**src/rtl/bsg_manycore_link_fifo_converter_pkg.sv**
```systemverilog
// Shared manycore-link constants and width helpers for the link FIFO converter.
package bsg_manycore_link_fifo_converter_pkg;

    localparam int link_fifo_host_width_gp = 32;
    localparam int link_fifo_pkt_width_gp  = 128;
    localparam int link_fifo_rcv_els_gp    = 4;
    localparam int link_fifo_th_gp         = 2;

    // Host words per manycore packet.
    function automatic int link_words(input int pkt_width, input int host_width);
        return pkt_width / host_width;
    endfunction

    // Bits needed to hold the values 0..x inclusive (vacancy counters).
    function automatic int bsg_width(input int x);
        return $clog2(x + 1);
    endfunction

    // Index width that never collapses to zero bits.
    function automatic int bsg_safe_clog2(input int x);
        return (x <= 1) ? 1 : $clog2(x);
    endfunction

endpackage

```
**src/rtl/bsg_manycore_link_fifo_converter_chan.sv**
```systemverilog
// One channel: host-word upsizer to packets, and packet receive FIFO
// with a word-serializing downsizer back to the host.
module bsg_manycore_link_fifo_converter_chan
    import bsg_manycore_link_fifo_converter_pkg::*;
#(
    parameter int host_width_p = link_fifo_host_width_gp,
    parameter int pkt_width_p  = link_fifo_pkt_width_gp,
    parameter int rcv_els_p    = link_fifo_rcv_els_gp,
    parameter int th_p         = link_fifo_th_gp,
    localparam int vac_width_lp = bsg_width(rcv_els_p)
) (
    input  logic                    clk_i,
    input  logic                    reset_n_i,
    input  logic                    h2m_v_i,
    input  logic [host_width_p-1:0] h2m_data_i,
    output logic                    h2m_ready_o,
    output logic                    pkt_v_o,
    output logic [pkt_width_p-1:0]  pkt_data_o,
    input  logic                    pkt_ready_i,
    input  logic                    m2h_pkt_v_i,
    input  logic [pkt_width_p-1:0]  m2h_pkt_data_i,
    output logic                    m2h_pkt_ready_o,
    output logic                    m2h_v_o,
    output logic [host_width_p-1:0] m2h_data_o,
    input  logic                    m2h_yumi_i,
    input  logic                    flush_i,
    output logic [vac_width_lp-1:0] vacancy_o,
    output logic                    rcv_th_o,
    output logic                    err_o
);

    localparam int words_lp = link_words(pkt_width_p, host_width_p);
    localparam int cnt_w_lp = bsg_width(words_lp);
    localparam int idx_w_lp = bsg_safe_clog2(words_lp);
    localparam int ptr_w_lp = bsg_safe_clog2(rcv_els_p);
    localparam logic [ptr_w_lp-1:0] last_ptr_lp = ptr_w_lp'(rcv_els_p - 1);

    logic                                    rdy_en_r;
    logic [cnt_w_lp-1:0]                     cnt_r;
    logic [words_lp-1:0][host_width_p-1:0]   up_data_r;
    logic [idx_w_lp-1:0]                     wr_slot;
    logic                                    h2m_xfer, pkt_xfer;

    logic [pkt_width_p-1:0]                  mem_r [rcv_els_p];
    logic [ptr_w_lp-1:0]                     wptr_r, rptr_r;
    logic [vac_width_lp-1:0]                 count_r;
    logic [idx_w_lp-1:0]                     idx_r;
    logic [words_lp-1:0][host_width_p-1:0]   head_w;
    logic                                    full, enq, yumi_ok, last_word, deq;
    logic                                    err_r;

    // Handshake enable: held low through reset and the first cycle after it.
    always_ff @(posedge clk_i or negedge reset_n_i) begin
        if (!reset_n_i) rdy_en_r <= 1'b0;
        else            rdy_en_r <= 1'b1;
    end

    // Upsizer: a full word count means a packet is presented.
    assign pkt_v_o     = (cnt_r == cnt_w_lp'(words_lp));
    assign pkt_data_o  = up_data_r;
    assign pkt_xfer    = pkt_v_o & pkt_ready_i & ~flush_i;
    assign h2m_ready_o = rdy_en_r & ~flush_i & (~pkt_v_o | pkt_ready_i);
    assign h2m_xfer    = h2m_v_i & h2m_ready_o;
    // A word arriving as the packet leaves starts the next packet in slot 0.
    assign wr_slot     = pkt_xfer ? '0 : cnt_r[idx_w_lp-1:0];

    // Upsizer word counter.
    always_ff @(posedge clk_i or negedge reset_n_i) begin
        if (!reset_n_i)    cnt_r <= '0;
        else if (flush_i)  cnt_r <= '0;
        else if (pkt_xfer) cnt_r <= h2m_xfer ? cnt_w_lp'(1) : '0;
        else if (h2m_xfer) cnt_r <= cnt_r + 1'b1;
    end

    // Upsizer data slots, not reset.
    always_ff @(posedge clk_i) begin
        if (h2m_xfer) up_data_r[wr_slot] <= h2m_data_i;
    end

    // Receive side: ready comes from full only, so a full FIFO refuses
    // even when the head is leaving this cycle.
    assign full            = (count_r == vac_width_lp'(rcv_els_p));
    assign m2h_pkt_ready_o = rdy_en_r & ~full & ~flush_i;
    assign enq             = m2h_pkt_v_i & m2h_pkt_ready_o;
    assign m2h_v_o         = (count_r != '0);
    assign head_w          = mem_r[rptr_r];
    assign m2h_data_o      = head_w[idx_r];
    assign last_word       = (idx_r == idx_w_lp'(words_lp - 1));
    assign yumi_ok         = m2h_yumi_i & m2h_v_o & ~flush_i;
    assign deq             = yumi_ok & last_word;
    assign vacancy_o       = vac_width_lp'(rcv_els_p) - count_r;
    assign rcv_th_o        = (vacancy_o < vac_width_lp'(th_p));
    assign err_o           = err_r;

    // FIFO pointers, occupancy and serializer word index.
    always_ff @(posedge clk_i or negedge reset_n_i) begin
        if (!reset_n_i) begin
            wptr_r  <= '0;
            rptr_r  <= '0;
            count_r <= '0;
            idx_r   <= '0;
        end else if (flush_i) begin
            wptr_r  <= '0;
            rptr_r  <= '0;
            count_r <= '0;
            idx_r   <= '0;
        end else begin
            if (enq)     wptr_r <= (wptr_r == last_ptr_lp) ? '0 : wptr_r + 1'b1;
            if (deq)     rptr_r <= (rptr_r == last_ptr_lp) ? '0 : rptr_r + 1'b1;
            if (yumi_ok) idx_r  <= last_word ? '0 : idx_r + 1'b1;
            case ({enq, deq})
                2'b10:   count_r <= count_r + 1'b1;
                2'b01:   count_r <= count_r - 1'b1;
                default: count_r <= count_r;
            endcase
        end
    end

    // FIFO storage, not reset.
    always_ff @(posedge clk_i) begin
        if (enq) mem_r[wptr_r] <= m2h_pkt_data_i;
    end

    // Sticky error: host took a word that was not there.
    always_ff @(posedge clk_i or negedge reset_n_i) begin
        if (!reset_n_i)                   err_r <= 1'b0;
        else if (m2h_yumi_i & ~m2h_v_o)   err_r <= 1'b1;
    end

    // A presented packet only drops through a transfer or a flush.
    assert property (@(posedge clk_i) disable iff (!reset_n_i)
        (pkt_v_o && !pkt_ready_i && !flush_i) |=> pkt_v_o);

endmodule

```
**src/rtl/bsg_manycore_link_fifo_converter.sv**
```systemverilog
// Multi-channel host/manycore link converter: independent per-channel
// upsizer, receive FIFO and downsizer.
module bsg_manycore_link_fifo_converter
    import bsg_manycore_link_fifo_converter_pkg::*;
#(
    parameter int num_chan_p   = 2,
    parameter int host_width_p = link_fifo_host_width_gp,
    parameter int pkt_width_p  = link_fifo_pkt_width_gp,
    parameter int rcv_els_p    = link_fifo_rcv_els_gp,
    parameter int th_p         = link_fifo_th_gp,
    localparam int vac_width_lp = bsg_width(rcv_els_p)
) (
    input  logic                                     clk_i,
    input  logic                                     reset_n_i,
    input  logic [num_chan_p-1:0]                    h2m_v_i,
    input  logic [num_chan_p-1:0][host_width_p-1:0]  h2m_data_i,
    output logic [num_chan_p-1:0]                    h2m_ready_o,
    output logic [num_chan_p-1:0]                    pkt_v_o,
    output logic [num_chan_p-1:0][pkt_width_p-1:0]   pkt_data_o,
    input  logic [num_chan_p-1:0]                    pkt_ready_i,
    input  logic [num_chan_p-1:0]                    m2h_pkt_v_i,
    input  logic [num_chan_p-1:0][pkt_width_p-1:0]   m2h_pkt_data_i,
    output logic [num_chan_p-1:0]                    m2h_pkt_ready_o,
    output logic [num_chan_p-1:0]                    m2h_v_o,
    output logic [num_chan_p-1:0][host_width_p-1:0]  m2h_data_o,
    input  logic [num_chan_p-1:0]                    m2h_yumi_i,
    input  logic [num_chan_p-1:0]                    flush_i,
    output logic [num_chan_p-1:0][vac_width_lp-1:0]  vacancy_o,
    output logic [num_chan_p-1:0]                    rcv_th_o,
    output logic [num_chan_p-1:0]                    err_o
);

    for (genvar c = 0; c < num_chan_p; c++) begin : g_chan
        bsg_manycore_link_fifo_converter_chan #(
            .host_width_p (host_width_p),
            .pkt_width_p  (pkt_width_p),
            .rcv_els_p    (rcv_els_p),
            .th_p         (th_p)
        ) u_chan (
            .clk_i           (clk_i),
            .reset_n_i       (reset_n_i),
            .h2m_v_i         (h2m_v_i[c]),
            .h2m_data_i      (h2m_data_i[c]),
            .h2m_ready_o     (h2m_ready_o[c]),
            .pkt_v_o         (pkt_v_o[c]),
            .pkt_data_o      (pkt_data_o[c]),
            .pkt_ready_i     (pkt_ready_i[c]),
            .m2h_pkt_v_i     (m2h_pkt_v_i[c]),
            .m2h_pkt_data_i  (m2h_pkt_data_i[c]),
            .m2h_pkt_ready_o (m2h_pkt_ready_o[c]),
            .m2h_v_o         (m2h_v_o[c]),
            .m2h_data_o      (m2h_data_o[c]),
            .m2h_yumi_i      (m2h_yumi_i[c]),
            .flush_i         (flush_i[c]),
            .vacancy_o       (vacancy_o[c]),
            .rcv_th_o        (rcv_th_o[c]),
            .err_o           (err_o[c])
        );
    end

endmodule

```
**config.mk**
```make
export PLATFORM = sky130hd
export DESIGN_NAME = bsg_manycore_link_fifo_converter
export DESIGN_NICKNAME = d
export VERILOG_FILES = /design/src/rtl/bsg_manycore_link_fifo_converter_pkg.sv /design/src/rtl/bsg_manycore_link_fifo_converter_chan.sv /design/src/rtl/bsg_manycore_link_fifo_converter.sv
export SDC_FILE = /design/constraint.sdc
export NUM_CORES = 1
export LEC_CHECK = 0
export ABC_AREA = 1
export CORE_MARGIN = 2
export CORE_UTILIZATION = 43
export DETAILED_ROUTE_END_ITERATION = 8
export GPL_TIMING_DRIVEN = 0
export PLACE_DENSITY_LB_ADDON = 0.08
export SYNTH_ARGS = -nofsm -noshare
export SYNTH_HDL_FRONTEND = slang
export SYNTH_SLANG_ARGS = --single-unit
```
**constraint.sdc**
```tcl
create_clock -name clk_i -period 7 [get_ports clk_i]
set_clock_uncertainty 0.05 [all_clocks]
set_input_delay 1.75 -clock clk_i [delete_from_list [all_inputs] [get_ports clk_i]]
set_output_delay 1.75 -clock clk_i [all_outputs]
set_load 0.03 [all_outputs]
```
==> flow_metrics.tcl, run 1 <==
set metrics [dict create \
    post-dp-hpwl_um 115000 \
    cts.sinks 1307 \
    syn_area_sq_um 50400 \
    area_growth_pct 28.3 \
    numPortBuffers 669 \
    critPathMaxFanout 10 \
    gp_congestion 0.856 \
    worstMarginPinSlew_ps 1030 \
    synth_top_cell_by_area "edfxtp_1" \
    design.die.area_sq_um 120000 \
    antenna_found_initial 51 \
    cts_buffer_depth 3 \
    dr_total_vias 33400 \
    synthSimpleGateAreaFrac_pct 12.0 \
    synth_xor_area_share_pct 0.0347 \
    start_kind "register" \
    slew_viol_final 0 \
    tritoncts "built" \
    syn_nets 4097 \
    ctsHoldBuffers 0 \
    crit_path_cell_trace "inv_1, clkbuf_1, buf_1, nand3_1, nand3_1, nand2_1, clkdlybuf4s50_1" \
    critical_path.endpoint_type "output port" \
    synth-adder-area-share_pct 0.774 \
    crit_slowest_cell "clkbuf_1" \
    drtPass1Iterations 5 \
    routedWlPerCell_um 25.6 \
    status "finished, final reports clean" \
    worstPathArrival_ps 4050 \
    period_share_pct 83.6 \
    critPathBufInv 4 \
    die_h_um 346 \
    p_per_area_nw_per_um2 316 \
    grt_pass1_wl_um 225000 \
    synth.distinct_cells 25 \
    max_freq_ghz 0.171 \
    wirelength_um 160000 \
    slew_headroom_pct 31.4 \
    postRouteAntennaNets 0 \
    crit_type "register to output port" \
    p_total_uw 20400 \
    post_route_cells_drive_above_1_share_pct 8.07 \
    yosys.area.top_type_share_pct 76.2 \
    place_area_sq_um 60200 \
    synth_mux_area_share_pct 0 \
    cts_setup_buffers 0 \
    grt_pass1_vias 31400 \
    pin_count 670 \
    cts_buffers 142 \
    drv_cap 0 \
    min_period_ps 5850 \
    rows 125 \
    fin_area_sq_um 64700 \
    vias_per_cell 5.35 \
    static-leakage-power_uw 0.0221 \
    ys_warn_count 0 \
    synth_top_family_by_area "simple AND/OR/NAND/NOR gates" \
    overflow 0 \
    cpLargestDelayFamily "buffers and inverters" \
    ir_drop_v 0.000257 \
    final_util_pct 55.7 \
    path_common_cell "nand3_1" \
    cts-root-buf "clkbuf_16" \
    first_iter_violations 3438 \
    drc 0 \
    synth-compound-area-share_pct 5.89 \
    synth_seq_area_share_pct 77.6 \
    synth-seq-cells 1307 \
    min_path_type "register to register" \
    setup_viol 0 \
    core_sq_um 116000 \
    cts_resized 0 \
    ctsHtreeMaxLevel 4 \
    track_usage_pct 26.1 \
    hold_violations 0 \
    cp.required_ps 5200 \
    syn_avg_cell_area_sq_um 13.5 \
    hold_ws_ps 431 \
    clock_latency_ps 740 \
    start_util_pct 43.4 \
    r2r_setup_slack_ps 3550 \
    clk_pin_slew_worst_paths_ps 60 \
    rsz0062_at_grt "false" \
    synth_area_leaders "edfxtp_1 (76%), nor2_1 (6.5%), nand3_1 (4.0%), o21ai_0 (3.6%), nand2_1 (1.4%)" \
    final_common_cell "edfxtp_1" \
    die_w_um 346 \
    grt_max_degree 29 \
    setup_tns_ps 0 \
    synthCells 3735 \
    final_cell_mix "edfxtp_1 (1280), nor2_1 (853), clkdlybuf4s50_1 (668), nand3_1 (401), o21ai_0 (358)" \
    slowest_delay_ps 780 \
    nNetsFinal 4959 \
]
-- worst reg2reg max path, stage by stage (launching register included) --
cell	delay, ps
dfrtp_1	390
inv_1	80
ha_1	220
ha_1	220
inv_1	80
nand4_1	440
nor2_4	670
buf_16	250
buf_12	230
buf_12	250
buf_12	230
-- per-layer routing --
layer,up-vias,part of all wire [%],global-route usage [%]
met5,-,0.16,0
met4,40,2.7,8.70
li1,15100,-,-
met1,16500,40,34.7
met3,253,8.8,6.25
met2,1496,48,42.3
-- logic make-up after synthesis --
family                     count (synthesis)
AOI/OAI and AO/OA                        544
xor gates and xnor gates                   2
adders and majority gates                 30
buffers and inverters                    380
DFF                                     1307
other                                      1
and+or+nand+nor                         1471
-- synthesized netlist by cell type (all sizes together) --
library cell  count
nand4             7
conb              1
clkbuf           50
fa                2
o21bai            4
dfrtp            27
nor2            869
xnor2             2
o211ai           91
o21ai           442
o22ai             2
edfxtp         1280
buf             176
nand2           192
nand3           401
o21a              2
a21oi             3
ha               28
or2               2
inv             154
-- registers in the layout, indices dropped and copies added (netlist names) --
signal	count
g_chan.u_chan.cnt_r	6
g_chan.u_chan.mem_r	1024
g_chan.u_chan.count_r	6
g_chan.u_chan.idx_r	4
g_chan.u_chan.rptr_r	4
g_chan.u_chan.pkt_data_o	256
g_chan.u_chan.wptr_r	4
g_chan.u_chan.err_o	2
g_chan.u_chan.rdy_en_r	1
-- cell type report --
class / count / area [sq um]
multi-input cells: 2048 / 9550
plain buffers: 226 / 1310
diodes: 18 / 45.0
flip-flops and latches: 1307 / 39100
clock inverters: 68 / 614
fillers: 9580 / 51500
inverters: 154 / 578
clock buffers: 186 / 3810
repair buffers: 718 / 7750
well taps: 1524 / 1910
-- path summary, 6_finish.rpt --
check / from / endpoint / depth (start not counted)
min in group asynchronous: reset_n_i / g_chan[1].u_chan.cnt_r[0]$_DFFE_PN0P_ / 1
hold / removal: g_chan[1].u_chan.err_o$_DFFE_PN0P_ / g_chan[1].u_chan.err_o$_DFFE_PN0P_ / 1
hold reg to reg: g_chan[1].u_chan.err_o$_DFFE_PN0P_ / g_chan[1].u_chan.err_o$_DFFE_PN0P_ / 1
setup / recovery: g_chan[0].u_chan.idx_r[0]$_DFFE_PN0P_ / m2h_data_o[10] / 7
max in group asynchronous: reset_n_i / g_chan[1].u_chan.rptr_r[1]$_DFFE_PN0P_ / 1
setup reg to reg: g_chan[1].u_chan.count_r[0]$_DFFE_PN0P_ / g_chan[1].u_chan.mem_r[1][15]$_DFFE_PP_ / 10
-- power breakdown --
part	internal, uW	switching, uW	total [uW]	leakage (uW)
sequential	8820	68.3	8890	0.0119
clock	4140	3010	7150	0.00216
combinational	1370	3000	4370	0.00799
total	14300	6080	20400	0.0221
-- through the flow --
step | setup WS [ps] | instances
4_1_cts | 1140 | 6231
3_5_place_dp | 1320 | 5977
5_1_grt | 1050 | 6244
6_report | 1150 | 6249
3_3_place_gp | -6790 | 5928
2_1_floorplan | -1100 | 3735
Power figures use the tool's default switching activity.
==> inputs of run 2 (changes only) <==
- clock period: 7 -> 4.85 ns (I/O delays scaled with it)
==> run 2 against run 1 <==
Against the previous run: combinational power up 43%; clock power is 43% higher; power is 44% higher; non-clock buffer count grew 2; count of clock-buffer cells in the layout decreased by 14; critical endpoint is now m2h_data_o[63]; first-iteration DRC count is 3.9% lower; sequential cell count stayed put; via count is 0.17% lower; wire length rose by 0.17%.
==> flow_metrics.tcl, run 2 (same netlist as run 1, synthesis figures left out) <==
set metrics [dict create \
    routedWlPerCell_um 25.6 \
    p_seq_share_pct 43.8 \
    final_common_cell "edfxtp_1" \
    p_per_area_nw_per_um2 452 \
    nNetsFinal 4960 \
    critPathMaxFanout 10 \
    r2r_cells 11 \
    p_total_uw 29300 \
    cts.sinks 1307 \
    critPathBufInv 5 \
    critical_path.endpoint_type "output port" \
    cts_buffer_depth 3 \
    vias_per_cell 5.33 \
    start_kind "register" \
    start_util_pct 43.4 \
    track_usage_pct 26.1 \
    min_period_ps 4770 \
    die_w_um 346 \
    grt_pass1_vias 31200 \
    grt_pass1_wl_um 224000 \
    final_cell_mix "edfxtp_1 (1280), nor2_1 (853), clkdlybuf4s50_1 (617), nand3_1 (398), o21ai_0 (358)" \
    min_path_cells 1 \
    slowest_delay_ps 610 \
    crit_slowest_cell "clkdlybuf4s50_1" \
    wirelength_um 160000 \
    cts-root-buf "clkbuf_16" \
    core_sq_um 116000 \
    dp_slack_ps 105 \
    regArea_sq_um 39100 \
    drc 0 \
    clkPwrFrac_pct 34.9 \
    ctsHtreeMaxLevel 4 \
    r2r-end "g_chan[0].u_chan.mem_r[0][60]$_DFFE_PP_" \
    drtPass1Iterations 9 \
    ir_drop_v 0.000313 \
    min_path_type "register to register" \
    r2r_setup_slack_ps 1230 \
    setup_tns_ps 0 \
    numPortBuffers 669 \
    die_h_um 346 \
    static-leakage-power_uw 0.0223 \
    rows 125 \
    design.die.area_sq_um 120000 \
    crit_type "register to output port" \
    clock_latency_ps 740 \
    cp.required_ps 3590 \
    min_from "g_chan[0].u_chan.err_o$_DFFE_PN0P_" \
    slew_viol_final 0 \
    fillers 9601 \
    largest_reg_flops 1024 \
    switchingPower_uw 8840 \
    swShare_pct 30.2 \
    setup_viol 0 \
    comb_power_share_pct 21.3 \
    clk_pin_slew_worst_paths_ps 60 \
    cts_setup_buffers 0 \
    grt_max_degree 30 \
    status "finished, final reports clean" \
    first_iter_violations 3303 \
    area_growth_pct 28.4 \
    worstPathArrival_ps 3510 \
    internal-power_uw 20400 \
    post_route_cells_drive_above_1_share_pct 8.89 \
    hold_ws_ps 429 \
    largest-register "g_chan.u_chan.mem_r" \
    rr_startpoint "g_chan[0].u_chan.count_r[0]$_DFFE_PN0P_" \
    fin_ws_ps 75.1 \
    hold_end "g_chan[0].u_chan.err_o$_DFFE_PN0P_" \
    postRouteAntennaNets 0 \
    crit_path_cell_trace "buf_4, inv_2, buf_2, buf_2, nor2_1, o21ai_0, nand3_1, nand3_1, nand2_1, clkdlybuf4s50_1" \
    overflow 0 \
    rsz0062_at_grt "false" \
    dr_total_vias 33300 \
    pin_count 670 \
    hold_violations 0 \
    cts_buffers 141 \
    cpLargestDelayFamily "buffers and inverters" \
    max_freq_ghz 0.209 \
    tritoncts "built" \
    worstMarginPinSlew_ps 792 \
    multi_input_area_sq_um 9560 \
    period_share_pct 98.5 \
    drv_cap 0 \
    gp_congestion 0.844 \
    antenna_found_initial 53 \
    post-dp-hpwl_um 114000 \
    slew_headroom_pct 47.1 \
]
run 2: cell types whose count changed in the layout (fill, tap and decap cells not counted), sizes merged:
cell / previous run / this run
dlymetal6s2s: 0 / 10
clkinvlp: 1 / 8
bufinv: 8 / 7
clkbuf: 236 / 227
clkdlybuf4s15: 0 / 1
inv: 158 / 162
dlygate4sd2: 0 / 41
buf: 226 / 222
clkinv: 55 / 63
clkdlybuf4s50: 668 / 617
run 2: per-stage QoR:
step           cells  instance area, sq um  util [%]
6_report        6255                 64700      55.7
5_1_grt         6246                 64700      55.7
4_1_cts         6237                 64700      55.6
3_5_place_dp    5979                 60300      51.9
3_3_place_gp    5928                 59000      50.8
2_1_floorplan   3735                 50400         -
run 2: area by class of cell:
| class | count | area share (%) |
|---|---|---|
| Sequential cell | 1307 | 60.4 |
| Clock buffer | 172 | 5.73 |
| Timing Repair Buffer | 720 | 12.0 |
| Clock inverter | 86 | 1.05 |
| Inverter | 154 | 0.903 |
| Antenna cell | 18 | 0.0696 |
| Buffer | 226 | 2.11 |
| Multi-Input combinational cell | 2048 | 14.8 |
| Tap cell | 1524 | 2.95 |
run 2: per-layer routing:
metal	vias up	share of wire, %	track usage (%)	wire length, um
li1	15200	-	-	-
met1	16400	40	34.2	63800
met2	1495	48	42.4	77300
met3	274	9.0	6.71	14400
met4	38	2.9	8.80	4620
met5	-	0.14	0	232
run 2: what timing repair did:
item	in CTS	in global routing
hold buffers	0	0
endpoints found under the setup margin	64	14
gates resized for setup	71	25
pin swaps	0	0
cloned	0	0
run 2: power by group through the flow:
stage	logic, uW	registers [uW]	clock network (uW)
after floorplan	3220	13100	0
after global placement	6180	13100	0
after detailed placement	6300	13100	0
after CTS	6220	12800	10400
after global routing	6600	12800	10800
final	6240	12800	10200
run 2: worst max-delay path by stage:
stage	to	cells after the start	slack [ps]	startpoint
floorplan	g_chan[0].u_chan.mem_r[1][0]$_DFFE_PP_	3	-620	flush_i[0]
global placement	g_chan[0].u_chan.mem_r[3][20]$_DFFE_PP_	4	-4220	flush_i[0]
global route	m2h_data_o[45]	8	1	g_chan[1].u_chan.rptr_r[0]$_DFFE_PN0P_
CTS	m2h_data_o[6]	8	6	g_chan[0].u_chan.rptr_r[0]$_DFFE_PN0P_
detailed placement	m2h_data_o[14]	7	100	g_chan[0].u_chan.idx_r[0]$_DFFE_PN0P_
finish	m2h_data_o[63]	10	80	g_chan[1].u_chan.rptr_r[1]$_DFFE_PN0P_
